**config.mk**
```make
export PLATFORM = sky130hd
export DESIGN_NAME = dmem_loader
export DESIGN_NICKNAME = d
export VERILOG_FILES = /design/src/rtl/dmem_loader_pkg.sv /design/src/rtl/dmem_loader_release_counter.sv /design/src/rtl/dmem_loader.sv
export SDC_FILE = /design/constraint.sdc
export NUM_CORES = 1
export LEC_CHECK = 0
export BUFFER_PORTS_ARGS = -buffer_cell sky130_fd_sc_hd__clkbuf_2
export CORE_MARGIN = 2
export CORE_UTILIZATION = 30
export DETAILED_ROUTE_END_ITERATION = 8
export SLEW_MARGIN = 25
export SYNTH_ARGS = -nofsm -noshare
export SYNTH_HDL_FRONTEND = slang
export SYNTH_SLANG_ARGS = --single-unit
```
**constraint.sdc**
```tcl
create_clock -name clk -period 3.9 [get_ports clk]
set_clock_uncertainty 0.15 [all_clocks]
set_input_delay 0.39 -clock clk [delete_from_list [all_inputs] [get_ports clk]]
set_output_delay 0.39 -clock clk [all_outputs]
set_load 0.005 [all_outputs]
```
**src/rtl/dmem_loader_pkg.sv**
```systemverilog
// Shared types and constants for the data-memory boot loader.
package dmem_loader_pkg;

    typedef enum logic [1:0] {
        ST_IDLE = 2'd0,
        ST_LOAD = 2'd1,
        ST_HOLD = 2'd2,
        ST_RUN  = 2'd3
    } state_e;

    localparam int unsigned WORD_STRIDE = 4;

    function automatic logic word_aligned(input logic [1:0] low_bits);
        return low_bits == 2'b00;
    endfunction

endpackage

```
**src/rtl/dmem_loader_release_counter.sv**
```systemverilog
// Loadable down-counter that times the CPU release delay.
module release_counter #(
    parameter int unsigned WIDTH = 2
) (
    input  logic             clk,
    input  logic             reset,
    input  logic             load_i,
    input  logic [WIDTH-1:0] load_val_i,
    input  logic             dec_i,
    output logic             zero_o
);

    logic [WIDTH-1:0] cnt_q, cnt_d;

    always_comb begin
        cnt_d = cnt_q;
        if (load_i) begin
            cnt_d = load_val_i;
        end else if (dec_i && (cnt_q != '0)) begin
            cnt_d = cnt_q - 1'b1;
        end
    end

    always_ff @(posedge clk or posedge reset) begin
        if (reset) begin
            cnt_q <= '0;
        end else begin
            cnt_q <= cnt_d;
        end
    end

    assign zero_o = (cnt_q == '0);

endmodule

```
**src/rtl/dmem_loader.sv**
```systemverilog
// Streams words into data memory and holds the CPU in reset until the image is loaded.
module dmem_loader
    import dmem_loader_pkg::*;
#(
    parameter int unsigned ADDR_WIDTH    = 12,
    parameter int unsigned DEPTH         = 1024,
    parameter int unsigned RELEASE_DELAY = 2
) (
    input  logic                  clk,
    input  logic                  reset,
    input  logic                  start,
    input  logic [ADDR_WIDTH-1:0] base_addr,
    input  logic [15:0]           word_count,
    input  logic                  s_valid,
    output logic                  s_ready,
    input  logic [31:0]           s_data,
    input  logic                  s_last,
    output logic                  mem_we,
    output logic [ADDR_WIDTH-1:0] mem_addr,
    output logic [31:0]           mem_wdata,
    output logic                  cpu_reset,
    output logic                  done,
    output logic                  err
);

    localparam int unsigned CNT_W = (RELEASE_DELAY < 1) ? 1 : $clog2(RELEASE_DELAY + 1);

    state_e                state_q, state_d;
    logic [ADDR_WIDTH-1:0] ptr_q, ptr_d;
    logic [15:0]           rem_q, rem_d;
    logic                  err_q, err_d;
    logic                  we_q, we_d;
    logic [ADDR_WIDTH-1:0] addr_q, addr_d;
    logic [31:0]           wdata_q, wdata_d;
    logic                  cpu_reset_q, cpu_reset_d;
    logic                  done_q, done_d;
    logic                  cnt_load, cnt_dec, cnt_zero;
    logic                  req_bad;
    logic                  final_beat;

    release_counter #(
        .WIDTH(CNT_W)
    ) u_release_counter (
        .clk        (clk),
        .reset      (reset),
        .load_i     (cnt_load),
        .load_val_i (CNT_W'(RELEASE_DELAY)),
        .dec_i      (cnt_dec),
        .zero_o     (cnt_zero)
    );

    assign req_bad    = !word_aligned(base_addr[1:0]) || ({1'b0, word_count} > 17'(DEPTH));
    assign final_beat = (rem_q == 16'd1);

    // The counter is loaded with the full delay on HOLD entry and RUN is taken
    // only once it reads zero, so release lands RELEASE_DELAY+1 edges after entry.
    always_comb begin
        state_d  = state_q;
        ptr_d    = ptr_q;
        rem_d    = rem_q;
        err_d    = err_q;
        we_d     = 1'b0;
        addr_d   = addr_q;
        wdata_d  = wdata_q;
        cnt_load = 1'b0;
        cnt_dec  = 1'b0;

        case (state_q)
            ST_IDLE, ST_RUN: begin
                if (start) begin
                    if (req_bad) begin
                        err_d   = 1'b1;
                        state_d = ST_IDLE;
                    end else begin
                        err_d = 1'b0;
                        ptr_d = base_addr;
                        rem_d = word_count;
                        if (word_count == 16'd0) begin
                            state_d  = ST_HOLD;
                            cnt_load = 1'b1;
                        end else begin
                            state_d = ST_LOAD;
                        end
                    end
                end
            end
            ST_LOAD: begin
                if (s_valid) begin
                    we_d    = 1'b1;
                    addr_d  = ptr_q;
                    wdata_d = s_data;
                    ptr_d   = ptr_q + ADDR_WIDTH'(WORD_STRIDE);
                    rem_d   = rem_q - 16'd1;
                    if (s_last != final_beat) begin
                        err_d = 1'b1;
                    end
                    if (final_beat) begin
                        state_d  = ST_HOLD;
                        cnt_load = 1'b1;
                    end
                end
            end
            ST_HOLD: begin
                if (cnt_zero) begin
                    state_d = ST_RUN;
                end else begin
                    cnt_dec = 1'b1;
                end
            end
            default: state_d = ST_IDLE;
        endcase

        cpu_reset_d = (state_d != ST_RUN);
        done_d      = (state_d == ST_RUN);
    end

    always_ff @(posedge clk or posedge reset) begin
        if (reset) begin
            state_q     <= ST_IDLE;
            ptr_q       <= '0;
            rem_q       <= '0;
            err_q       <= 1'b0;
            we_q        <= 1'b0;
            addr_q      <= '0;
            wdata_q     <= '0;
            cpu_reset_q <= 1'b1;
            done_q      <= 1'b0;
        end else begin
            state_q     <= state_d;
            ptr_q       <= ptr_d;
            rem_q       <= rem_d;
            err_q       <= err_d;
            we_q        <= we_d;
            addr_q      <= addr_d;
            wdata_q     <= wdata_d;
            cpu_reset_q <= cpu_reset_d;
            done_q      <= done_d;
        end
    end

    assign s_ready   = (state_q == ST_LOAD);
    assign mem_we    = we_q;
    assign mem_addr  = addr_q;
    assign mem_wdata = wdata_q;
    assign cpu_reset = cpu_reset_q;
    assign done      = done_q;
    assign err       = err_q;

endmodule

```
* Yosys cells after proc, flatten, opt, wreduce, memory -nomap -nowiden
Cells that the tools add are included.
Widths: inputs -> output; s select.
** Storage, ports and cells
- Output and inout bits :: 49
- Input bits :: 65
- Register bits :: 80
- Word-level logic and storage cells :: 71
** Cells by class
- Add/sub/neg operators :: 3
- Order comparisons :: 1
- Equality and inequality tests :: 11
- Muxes and demuxes :: 32
- Reductions and logical operators :: 14
** Operators with widths (number)
- $mux 16 :: 3
- $mux 12 :: 3
- $pmux 16 s2 :: 1
- $pmux 12 s2 :: 1
- $eq 16x1->1 const B :: 1
- $gt 16x11->1 const B :: 1
- $logic_not 16->1 :: 1
- $mux 2 :: 8
- $sub 16x1->16 const B :: 1
- $mux 1 :: 13
- $add 12x3->12 const B :: 1
- $ne 2x2->1 const B :: 4
- $reduce_and 4->1 :: 2
- $eq 2x2->1 const B :: 3
- $logic_not 2->1 :: 3
- $pmux 2 s3 :: 1
- $reduce_bool 2->1 :: 3
- $pmux 1 s2 :: 2
- $eq 2x1->1 const B :: 1
- $ne 2x1->1 const B :: 1
- $reduce_and 2->1 :: 1
- $reduce_or 2->1 :: 1
- $sub 2x1->2 const B :: 1
- $logic_and 1x1->1 :: 1
- 3 further kinds :: 3

* Longest topological paths before layout
Gate-level depths: netlist of run 1.
- Depth in word-level cells :: 7
- Depth in mapped cells :: 10
- Depth with buffers taken out :: 8

* Cells and area by module
A second synthesis of run 1 with hierarchy kept.
** Second synthesis, totals
- Cells, all modules :: 356
- Area total of the unflattened synthesis :: 3887.5 um2
** By module, submodules not included
- dmem_loader :: area an instance 3752.3 um2, cells each 343, seq. area each 1953.1 um2, times used 1
- release_counter :: area an instance 135.1 um2, cells each 13, seq. area each 50.0 um2, times used 1

* Least setup slack after synthesis of run 1
Ideal clock, no wire load.
- Path kind :: register to register
- Start :: register rem_q[6]
- End :: register err_q (netlist: err)
- Data arrival time :: 2.200 ns
- Stages on the path, launching flop included :: 7
- Period minus slack after synthesis :: 2.482 ns
- Required time :: 3.618 ns
- Library setup time :: 0.132 ns
- Path buffers :: 1
- Slack :: 1.418 ns
- Path through :: dfrtp_1 > or4_4 > or4_1 > buf_2 > o2111a_1 > a2111oi_1 > nor2_1
** On the way
- Longest elaborated chain between the ends :: 4
** Ends and longest elaborated chain
- start, declared :: RTL line dmem_loader.sv:30 : logic [15:0] rem_q, rem_d;
- start signal, assigned :: RTL line dmem_loader.sv:131 : rem_q <= rem_d;
- $eq 16x1->1 :: RTL line dmem_loader.sv:53 : assign final_beat = (rem_q == 16'd1);
- $ne 1x1->1 :: RTL line dmem_loader.sv:94 : if (s_last != final_beat) begin
- $ne 2x1->1 (no source line)
- $reduce_and 4->1 (no source line)
- end signal, assigned :: RTL line dmem_loader.sv:132 : err_q <= err_d;
- end, declared :: RTL line dmem_loader.sv:31 : logic err_q, err_d;
No other way between the ends.
A chain may end at the register's enable or synchronous reset.

* Final worst setup path of run 1
- Start :: register state_q[0]
- End :: register rem_q[8]
** On the way
- Longest elaborated chain between the ends :: 4
- Elaborated cells between the ends (all ways) :: 10
- Those cells by class :: eq/ne: 5; mux: 1; reduce/logical: 4
** Ends and longest elaborated chain
- start, declared :: RTL line dmem_loader.sv:28 : state_e state_q, state_d;
- start signal, assigned :: RTL line dmem_loader.sv:129 : state_q <= state_d;
- $eq 2x2->1 or $logic_not 2->1 (tied branches) :: RTL line dmem_loader.sv:68 : case (state_q)
- $reduce_or 2->1 :: RTL line dmem_loader.sv:68
- $ne 2x2->1 (no source line) or $reduce_bool 2->1 (tied branches)
- $reduce_and 4->1 (no source line)
Parallel ways exist; a longest one is shown, timed or not.

==> summary.txt, run 1 <==
Place
  – GPL Wtd Cong: around 0.83
  – DP HPWL: 6.60 mm
  – Port buffer count: about 110

GRT
  – Vias in the first global route: about 3200
  – Grt total ovfl: 0
  – Total track usage: 0.143
  – Largest net degree at the start of global routing: 71
  – Initial antenna violation count: 0
  – First-pass GRT wire length: about 15 mm

STA
  – Final Critical Period: 2.74 ns
  – Worst-margin pin slew: 0.755 ns
  – Fin. Hold Viols: 0
  – Final setup viols: 0
  – Max Fclk: 0.365 GHz
  – Final Max Tran Viols: 0
  – Unrepaired setup endpoints after global routing: false
  – Setup TNS: 0 ns
  – Slew margin rel.: 0.496
  – Fin crit share: 0.702

Yosys
  – Main synth FF type: dfrtp_1
  – Gate count after technology mapping: 353
  – Number of library cell types mapped by synthesis: 43
  – Seq/Total Area, Yosys: 0.525
  – FFs w/ async S/R, synth: 1.00
  – Mapped Nets: 424
  – Yosys reg bits: 80
  – Synthesized area: around 3800 µm²
  – Syn_area_per_cell: 10.8 µm²
  – Post-synth EDFFs: 0
  – Number of synthesis warnings: 0

Setup path
  – Worst setup path endpoint: rem_q[8]
  – Critical path cell sequence: ha_2 -> buf_4 -> nor2b_1 -> nor2_1 -> a221o_1 -> a21oi_1 -> o22a_1
  – CP Capture Type: register
  – Depth of the most critical reg-to-reg path: 7
  – Levels on crit path: 7
  – Max stage delay cell, worst path: a221o_1
  – FF-to-FF setup slack: around 1.2 ns
  – Slowest stage delay, CP: 0.63 ns
  – Crit path buf inv count: 1
  – CP Max Fanout: 70
  – R2R Path Start: state_q[0]
  – R2r endpoint: rem_q[8]
  – Critical Path Source: state_q[0]
  – Crit path DAT: 2.81 ns
  – Type of origin of the critical path: register
  – CP top delay family: compound AO/OA/AOI/OAI gates
  – WS Path Type: register to register
  – Worst endpoint required time: roughly 4 ns

Floorplan
  – Core Area: 12500 µm²
  – Core Rows: 41
  – Die height: 117 µm
  – Die outline width: 117 µm
  – Starting density of the core: 0.305
  – Die Area: 13600 µm²
  – Top Ports: around 110

Flow run
  – Max_cap viols: 0

Layout
  – # nets final: between 500 and 600
  – Ratio of cells with drive above 1 in the final layout: 0.398
  – Area Overhead vs Synth: 27.4%
  – Commonest cells after routing, fill and taps aside: 113 x clkbuf_2, 79 x dfrtp_1, 45 x mux2_2
  – Most common cell after layout, fill and taps aside: clkbuf_2
  – Antenna cells: 0
  – Finished Core Util: 0.388

Detailed routing
  – Drt wl/cell: 14.5 µm
  – Residual DRC: 0
  – Met2 WL: between 4 and 5 mm
  – Met1 WL: 3.98 mm
  – Top Metal Used: met4
  – DR iter-0 viols: roughly 200
  – Drt first pass iters: 4
  – Routed WL: 9.24 mm
  – WL met3: 568 µm
  – Mean number of vias per cell: 4.97
  – Total number of vias: 3177
  – Routed Antenna Nets: 0

Power
  – Total Power: 0.00371 W
  – PD cells: 763 nW/µm²
  – Worst VDD drop: around 0.00027 V
  – Leak Pwr: 2.22 nW

Hold path
  – Hold path depth: 2
  – Worst hold path class: primary input to register

Clocking
  – Postcts setup bufs: 0
  – Post-cts sizing count: 0
  – Clock tree buffer depth: 2
  – H-tree levels: 3
  – CTS tree: yes
  – CTS Sinks: 80
  – Hold buffers post-CTS: 1
  – Reg clk slew, reported paths: 0.06 ns
  – Clock Latency Late Sink: 0.33 ns
  – CTS Root Cell: clkbuf_16
  – Clock buffer count from CTS: 9

Run status
  – Status: finished, final reports clean
-- worst min-delay path by stage --
stage | from | end | slack (ns)
global placement | reset | mem_wdata[24] | 0.30
finish | s_data[2] | mem_wdata[2] | 0.14
global route | s_data[27] | mem_wdata[27] | 0.13
CTS | s_data[2] | mem_wdata[2] | 0.12
detailed placement | reset | mem_wdata[24] | 0.31
floorplan | ptr_q[0] | ptr_q[0] | 0.31
-- worst reg2reg max path, cell delays in order (launching register included) --
cell     delay [ns]
dfrtp_1        0.44
ha_2           0.22
buf_4          0.53
nor2b_1        0.16
nor2_1         0.18
a221o_1        0.63
a21oi_1        0.11
o22a_1         0.21
-- layer usage --
layer  GRT usage  up-vias
met5           0        -
met4      0.0471        0
met3      0.0431       10
met2       0.241       87
met1       0.174     1571
li1            -     1509
-- final cells by class --
cell class / instances / area [µm²]
fillers: 1280 / 7660
repair buffers: 118 / 606
clock inverters: 6 / 60.1
clock buffers: 10 / 229
multi-input cells: 240 / 1690
flip-flops and latches: 80 / 2000
well taps: 172 / 215
inverters: 13 / 50.0
-- cells in the mapped netlist (2+ instances only) --
master      n  area [µm²]
inv_1      13        48.8
dfrtp_1    79        1980
or3_1       6        37.5
ha_1        6        75.1
nand4_1     3        18.8
nor3_1      4        20.0
nor4_1      5        31.3
and3_1      3        18.8
o22ai_1     9        56.3
mux2i_1     5        50.1
a31oi_1     2        12.5
and2_1      2        12.5
nor2_1     13        48.8
or4_1       2        15.0
nor2b_1     4        25.0
a21oi_1    34         170
mux2_2     45         507
o21ai_0    23         115
or2_2       3        18.8
a2bb2oi_1   7        61.3
nand2b_1    4        25.0
o22a_1      5        43.8
o32ai_1     3        26.3
nand2_1    26        97.6
nand3_1    12        60.1
buf_1       2        7.51
clkbuf_1   17        63.8
-- sequential cells by signal, indices dropped and copies added (netlist names) --
register and cells:
mem_wdata 32, rem_q 16, mem_addr 12, ptr_q 12, state_q 2, u_release_counter.cnt_q 2
cpu_reset 1, done 1, err 1, mem_we 1
-- through the flow --
step	setup WS [ns]	instances	hold WS [ns]	area (µm²)
after floorplan	1.31	353	0.310	3810
final	1.16	639	0.136	4860
after global placement	1.30	622	0.295	4560
after CTS	1.17	639	0.123	4860
after global routing	0.901	639	0.131	4860
after detailed placement	1.17	622	0.308	4560
-- cells by family after synthesis --
logic type               after synthesis  synth area share
AO/OA/AOI/OAI                         93             0.154
AND/OR/NAND/NOR                       90             0.120
flip-flops                            80             0.525
multiplexers                          50             0.146
buffers and inverters                 33            0.0328
adder cells (fa/ha/maj)                6            0.0197
XOR/XNOR                               1           0.00230
-- where the power goes --
part / switching [W] / total [W] / internal (W)
sequential: 0.000265 / 0.00147 / 0.00121
combinational: 0.000723 / 0.00141 / 0.000691
clock: 0.000329 / 0.000821 / 0.000492
total: 0.00132 / 0.00371 / 0.00239
Power figures use the tool's default switching activity.
==> run 2, diff against run 1 <==
==> constraint.sdc (replaced) <==
create_clock -name clk -period 2.25 [get_ports clk]
set_clock_uncertainty 0.15 [all_clocks]
set_input_delay 0.225 -clock clk [delete_from_list [all_inputs] [get_ports clk]]
set_output_delay 0.225 -clock clk [all_outputs]
set_load 0.005 [all_outputs]
==> run 2 against run 1 <==
First-iteration DRC count up 1.5%. Sequential power up 73%. Final cell count up 8.3%. Power up 91%. Wire length up 12%. Die area unchanged. Worst setup slack worse by 1.1 ns. Count of clock-buffer cells in the layout up 3. Worst hold slack worse by 0.11 ns. Global-route usage up 1.6 points. Sequential share of layout area down 5.2 points.
==> summary.txt, run 2 (synthesized netlist as in run 1, its figures left out) <==
Floorplan
  – Core Rows: 41 (unchanged)
  – Die height: 117 µm (unchanged)
  – Top Ports: 114 (unchanged)
  – Starting density of the core: 0.305 (unchanged)
  – Die outline width: 117 µm (unchanged)
  – Die Area: 13600 µm² (unchanged)
  – Core Area: 12500 µm² (unchanged)

STA
  – Final Max Tran Viols: 0 (unchanged)
  – Fin crit share: 0.990 (+0.287)
  – Setup slack after layout: 0.0233 ns (-1.14 ns)
  – Unrepaired setup endpoints after global routing: true
  – Fin. Hold Viols: 0 (unchanged)
  – Worst-margin pin slew: 0.743 ns (-0.0124 ns)
  – Final setup viols: 0 (unchanged)
  – Max Fclk: 0.449 GHz (+23%)
  – Final Critical Period: 2.23 ns (-0.512 ns)
  – Slew margin rel.: 0.504 (+0.00738)

Place
  – Port buffer count: 113 (unchanged)
  – Placed Instance Area: 4760 µm² (+4.4%)
  – DP HPWL: 7.01 mm (+6.2%)
  – GPL Wtd Cong: 0.813 (-1.7%)
  – Pre-CTS setup slack: -0.103 ns (-1.28 ns)

Clocking
  – H-tree levels: 3 (unchanged)
  – CTS Root Cell: clkbuf_16
  – CTS tree: yes
  – CTS Sinks: 80 (unchanged)
  – Clock buffer count from CTS: 9 (unchanged)
  – Clock Latency Late Sink: 0.34 ns (about the same)
  – Clock tree buffer depth: 2 (unchanged)
  – Reg clk slew, reported paths: 0.06 ns (about the same)

Layout
  – Final Instance Area: 5560 µm² (+14%)
  – Ratio of cells with drive above 1 in the final layout: 0.421 (+0.0229)
  – Most common cell after layout, fill and taps aside: clkbuf_2
  – Area Overhead vs Synth: 45.7%
  – Finished Core Util: 0.444 (+0.0560)
  – Max FFs per register: 32 (unchanged)
  – Antenna cells: 0 (unchanged)
  – Commonest cells after routing, fill and taps aside: 113 x clkbuf_2, 79 x dfrtp_1, 45 x mux2_2
  – # nets final: 586 (+9.9%)

GRT
  – Initial antenna violation count: 0 (unchanged)
  – Grt total ovfl: 0 (unchanged)
  – First-pass GRT wire length: 16.7 mm (+9.7%)
  – Total track usage: 0.159 (+0.0162)
  – Largest net degree at the start of global routing: 67 (-5.6%)
  – Vias in the first global route: 3564 (+12%)

Detailed routing
  – WL met3: 488 µm (-14%)
  – Met2 WL: 5.34 mm (+18%)
  – Mean number of vias per cell: 4.94 (-0.68%)
  – Drt first pass iters: 4 (unchanged)
  – Total number of vias: 3417 (+7.6%)
  – DR iter-0 viols: 202 (+1.5%)
  – Met1 WL: 4.30 mm (+8.0%)
  – Drt wl/cell: 15.0 µm (+3.7%)
  – Routed Antenna Nets: 0 (unchanged)
  – Top Metal Used: met4
  – Routed WL: 10.4 mm (+12%)
  – Residual DRC: 0 (unchanged)

Power
  – Power share of the clock group: 0.222 (about the same)
  – Switching fraction of total power: 0.346 (-0.00880)
  – Total Power: 0.00707 W (+91%)
  – Sequential share of power: 0.359 (-0.038)
  – PD cells: 1270 nW/µm² (+67%)
  – Worst VDD drop: 0.000558 V (+110%)
  – Combinational share of power: 0.419 (+0.037)
  – Net Sw Power: 0.00245 W (+86%)
  – Leak Pwr: 2.52 nW (+13%)
  – Internal Power: 0.00462 W (+93%)

Setup path
  – Slowest stage delay, CP: 0.54 ns (-0.09 ns)
  – Critical path cell sequence: or4_4 -> or4_4 -> buf_6 -> buf_6 -> o32ai_2 -> a21oi_1
  – Type of origin of the critical path: register
  – R2R Path Start: rem_q[6]
  – CP Capture Type: register
  – Max stage delay cell, worst path: or4_4
  – Crit path DAT: 2.30 ns (-0.51 ns)
  – CP Max Fanout: 4 (-94%)
  – Crit path buf inv count: 2 (+1)
  – Critical Path Source: rem_q[6]
  – Worst endpoint required time: 2.32 ns (-1.65 ns)
  – CP top delay family: simple AND/OR/NAND/NOR gates
  – WS Path Type: register to register

Hold path
  – Min-delay src: base_addr[3]
  – Worst hold path class: primary input to register

Run status
  – Status: finished, final reports clean

Flow run
  – Max_cap viols: 0 (unchanged)
[run 2: cell types whose count changed in the layout (fill, tap and decap cells not counted), sizes merged]
| cell | change |
|---|---|
| dlygate4sd3 | +32 |
| buf | +20 |
| clkbuf | +4 |
| clkinv | -3 |
| bufinv | +1 |
| clkinvlp | -1 |
[run 2: what timing repair did]
| action | CTS | global route |
|---|---|---|
| hold endpoints to repair | 62 | 0 |
| buffers inserted | 1 | 2 |
| endpoints found under the setup margin | 2 | 13 |
| hold buffers | 33 | 0 |
| gates resized for setup | 8 | 12 |
| gates cloned | 0 | 1 |
| pin swaps | 9 | 5 |
[run 2: worst register-to-register path, stage by stage (launching register included)]
cell	delay, ns
dfrtp_1	0.38
or4_4	0.54
or4_4	0.49
buf_6	0.16
buf_6	0.11
o32ai_2	0.19
a21oi_1	0.10
[run 2: cell type report]
cell class                      count  area (µm²)
Timing Repair Buffer              171        1160
Fill cell                        1195        6960
Multi-Input combinational cell    240        1810
Tap cell                          172         215
Clock buffer                       13         250
Clock inverter                      3        65.1
Inverter                           13        52.6
Sequential cell                    80        2000
[run 2: worst paths after layout]
path / to / slack [ns] / depth (start not counted)
setup / recovery: rem_q[15] / 0.02 / 6
hold / removal: ptr_q[3] / 0.03 / 3
setup reg to reg: rem_q[15] / 0.02 / 6
hold reg to reg: ptr_q[0] / 0.35 / 1
max in group asynchronous: cpu_reset / 0.91 / 4
min in group asynchronous: mem_addr[2] / 0.41 / 3
[run 2: routing by layer]
layer  track usage  vias to the layer above
met5             0                        -
met4        0.0800                        0
met3        0.0394                       18
met2         0.268                       84
met1         0.188                     1690
li1              -                     1625
[run 2: metrics by stage]
step           hold slack (ns)  TNS (ns)  instances
5_1_grt                 0.0514   -0.0710        692
2_1_floorplan            0.223    -0.159        353
6_report                0.0290         0        692
4_1_cts                 0.0219   -0.0942        689
3_5_place_dp             0.229    -0.150        639
3_3_place_gp             0.223   -0.0727        639
[run 2: power by group through the flow]
stage / Clock, W / Sequential (W) / Combinational [W]
after floorplan: 0 / 0.00250 / 0.00167
after global placement: 0 / 0.00251 / 0.00267
after detailed placement: 0 / 0.00255 / 0.00275
after CTS: 0.00161 / 0.00254 / 0.00282
after global routing: 0.00168 / 0.00263 / 0.00330
final: 0.00157 / 0.00254 / 0.00296
==> run 3, diff against run 2 <==
--- a/config.mk
+++ b/config.mk
@@ -12,4 +12,5 @@
 export SLEW_MARGIN = 25
 export SYNTH_ARGS = -nofsm -noshare
 export SYNTH_HDL_FRONTEND = slang
+export SYNTH_HIERARCHICAL = 1
 export SYNTH_SLANG_ARGS = --single-unit
==> run 3 against run 2 <==
The run now ends with negative setup slack left. Final area grew 1.6%. Combinational power shrank 9.1%. Worst hold slack lost 0.0049 ns. Sequential cell count is the same. Wire length is essentially flat. Area after synthesis grew 2.0%. Critical path depth grew 1.
==> summary.txt, run 3 <==
GRT
  – Grt total ovfl: 0 (unchanged)
  – Vias in the first global route: 3518 (-1.3%)
  – Total track usage: 0.155 (-0.00428)
  – First-pass GRT wire length: 17.3 mm (+3.7%)
  – Largest net degree at the start of global routing: 52 (-22%)
  – Initial antenna violation count: 0 (unchanged)

Yosys
  – Synth area leaders: dfrtp_1 51%, mux2_2 13%, a21oi_1 3.9%
  – Post-synth EDFFs: 0 (unchanged)
  – Gate count after technology mapping: 356 (+0.85%)
  – Syn_area_per_cell: 10.9 µm² (+1.1%)
  – Post-synth top area share: 0.509 (-0.0100)
  – Seq/Total Area, Yosys: 0.515 (-0.0101)
  – FFs w/ async S/R, synth: 1.00 (unchanged)
  – Main synth FF type: dfrtp_1
  – Number of library cell types mapped by synthesis: 56 (+30%)
  – Yosys reg bits: 80 (unchanged)
  – Count leader, synth: dfrtp_1
  – Synthesized area: 3890 µm² (+2.0%)
  – Mapped Nets: 428 (+0.94%)
  – Top cell type by total area after synthesis: dfrtp_1
  – Top cells by count, synth: 79 x dfrtp_1, 44 x mux2_2, 30 x a21oi_1, 26 x nand2_1, 18 x o21ai_0
  – Number of synthesis warnings: 6 (+6)

Clocking
  – H-tree levels: 3 (unchanged)
  – Clock Latency Late Sink: 0.33 ns (about the same)
  – Reg clk slew, reported paths: 0.06 ns (about the same)
  – Clock buffer count from CTS: 9 (unchanged)
  – Clock tree buffer depth: 2 (unchanged)
  – CTS Sinks: 80 (unchanged)
  – CTS Root Cell: clkbuf_16
  – CTS tree: yes

Layout
  – Final Instance Area: 5640 µm² (+1.6%)
  – Most common cell after layout, fill and taps aside: clkbuf_2
  – # nets final: 609 (+3.9%)
  – Commonest cells after routing, fill and taps aside: 113 x clkbuf_2, 79 x dfrtp_1, 44 x mux2_2
  – Ratio of cells with drive above 1 in the final layout: 0.439 (+0.0180)
  – Finished Core Util: 0.447 (+0.00323)
  – Max FFs per register: 32 (unchanged)
  – Antenna cells: 0 (unchanged)
  – Finished Layout Cells: 714 (+3.2%)
  – Area Overhead vs Synth: 45.2%

Power
  – Leak Pwr: 2.54 nW (+0.92%)
  – Worst VDD drop: 0.000530 V (-5.0%)
  – PD cells: 1180 nW/µm² (-6.9%)
  – Total Power: 0.00668 W (-5.4%)

Detailed routing
  – Total number of vias: 3403 (-0.41%)
  – Mean number of vias per cell: 4.77 (-3.5%)
  – Residual DRC: 0 (unchanged)
  – Routed WL: 10.4 mm (about the same)
  – Routed Antenna Nets: 0 (unchanged)
  – DR iter-0 viols: 197 (-2.5%)
  – Drt first pass iters: 4 (unchanged)
  – Drt wl/cell: 14.5 µm (-3.1%)

Floorplan
  – Die height: 118 µm (+0.95%)
  – Top Ports: 114 (unchanged)
  – Die Area: 13900 µm² (+1.9%)
  – Core Rows: 41 (unchanged)
  – Starting density of the core: 0.308 (+0.00347)
  – Core Area: 12600 µm² (+0.82%)
  – Die outline width: 118 µm (+0.95%)

STA
  – Final Critical Period: 2.47 ns (+0.241 ns)
  – Final Max Tran Viols: 0 (unchanged)
  – Setup slack after layout: -0.218 ns (-0.241 ns)
  – Max Fclk: 0.405 GHz (-9.8%)
  – Fin. Hold Viols: 0 (unchanged)
  – Fin crit share: 1.10 (+0.107)
  – Final setup viols: 5 (+5)
  – Unrepaired setup endpoints after global routing: true

Place
  – Port buffer count: 113 (unchanged)
  – Placed Instances: 661 (+3.4%)
  – GPL Wtd Cong: 0.802 (-1.4%)
  – Pre-CTS setup slack: -0.348 ns (-0.245 ns)
  – DP HPWL: 7.39 mm (+5.4%)
  – Placed Instance Area: 4900 µm² (+3.1%)

Setup path
  – Crit path buf inv count: 0 (-2)
  – CP Max Fanout: 4 (unchanged)
  – CP top delay family: simple AND/OR/NAND/NOR gates
  – Crit path DAT: 2.53 ns (+0.23 ns)
  – FF-to-FF setup slack: -0.22 ns (-0.24 ns)
  – Slowest stage delay, CP: 0.53 ns (about the same)
  – WS Path Type: register to register
  – Type of origin of the critical path: register
  – Critical path cell sequence: or4_4 -> or4_4 -> nor2_4 -> nand2_2 -> a21oi_4 -> and2b_4 -> a221o_1
  – Max stage delay cell, worst path: or4_4
  – Worst endpoint required time: 2.31 ns (about the same)
  – CP Capture Type: register
  – Crit path top cell by count: or4_4

Run status
  – Status: finished, violations left
  – Failing checks: negative setup slack

Hold path
  – Worst hold path class: primary input to register

Flow run
  – Max_cap viols: 0 (unchanged)
run 3: changes by cell type in the layout (fill, tap and decap cells not counted), sizes merged, moves of 3 or more:
cell	previous run	this run
clkinvlp	1	4
o211ai	1	5
buf	24	42
o21a	0	5
nor2	13	17
o22a	5	2
o21ai	23	18
or3	6	2
a21oi	34	30
run 3: final cells by class:
| class | instances | area [µm²] |
|---|---|---|
| fill | 1231 | 6980 |
| sequential | 80 | 2000 |
| multi-input combinational | 244 | 1800 |
| timing repair buffer | 188 | 1250 |
| clock buffer | 12 | 256 |
| tap | 172 | 215 |
| inverter | 14 | 56.3 |
| clock inverter | 4 | 52.6 |
run 3: report_power, final:
part	switching (W)	internal, W
sequential	0.000421	0.00207
combinational	0.00125	0.00144
clock	0.000572	0.000920
total	0.00225	0.00444
run 3: final timing paths:
check / depth (start not counted) / end / start
max: 7 / u_release_counter/cnt_q[0] / rem_q[10]
min: 3 / rem_q[1] / word_count[1]
max reg2reg: 7 / u_release_counter/cnt_q[0] / rem_q[10]
min reg2reg: 1 / ptr_q[1] / ptr_q[1]
max in group asynchronous: 5 / ptr_q[0] / reset
min in group asynchronous: 3 / u_release_counter/cnt_q[0] / reset
run 3: metrics by stage:
| step | TNS (ns) | hold WS (ns) |
|---|---|---|
| floorplan | -0.732 | -0.184 |
| global placement | -0.658 | -0.0391 |
| detailed placement | -0.982 | -0.0461 |
| CTS | -0.485 | 0.0108 |
| global route | -1.12 | 0.0307 |
| finish | -0.655 | 0.0242 |
run 3: kinds of logic after synthesis:
kind of cell    after synthesis  share of synthesized area
buf+inv                      32                     0.0367
other cells                   2                    0.00193
xor+xnor                      1                    0.00225
mux                          48                      0.138
compound gates               93                      0.158
simple gates                 93                      0.125
fa+ha+maj                     7                     0.0225
flops                        80                      0.515
run 3: worst reg2reg max path: cells and delay by family, from the launching register on:
family,cells,cell delay [ns]
AOI/OAI and AO/OA,2,0.46
DFF,1,0.37
and+or+nand+nor,5,1.37
run 3: repair_timing:
item,4_1_cts,5_1_grt
hold endpoints to repair,49,0
hold buffers,33,0
setup buffers,2,2
gates resized for setup,4,12
endpoints found under the setup margin,8,22
pin swaps,3,7
run 3: layer usage:
layer  share of wire  GRT usage  wire, µm
met1            0.46      0.203      4800
met2            0.49      0.253      5040
met3           0.037     0.0291       381
met4           0.014     0.0587       140
met5               0          0         0
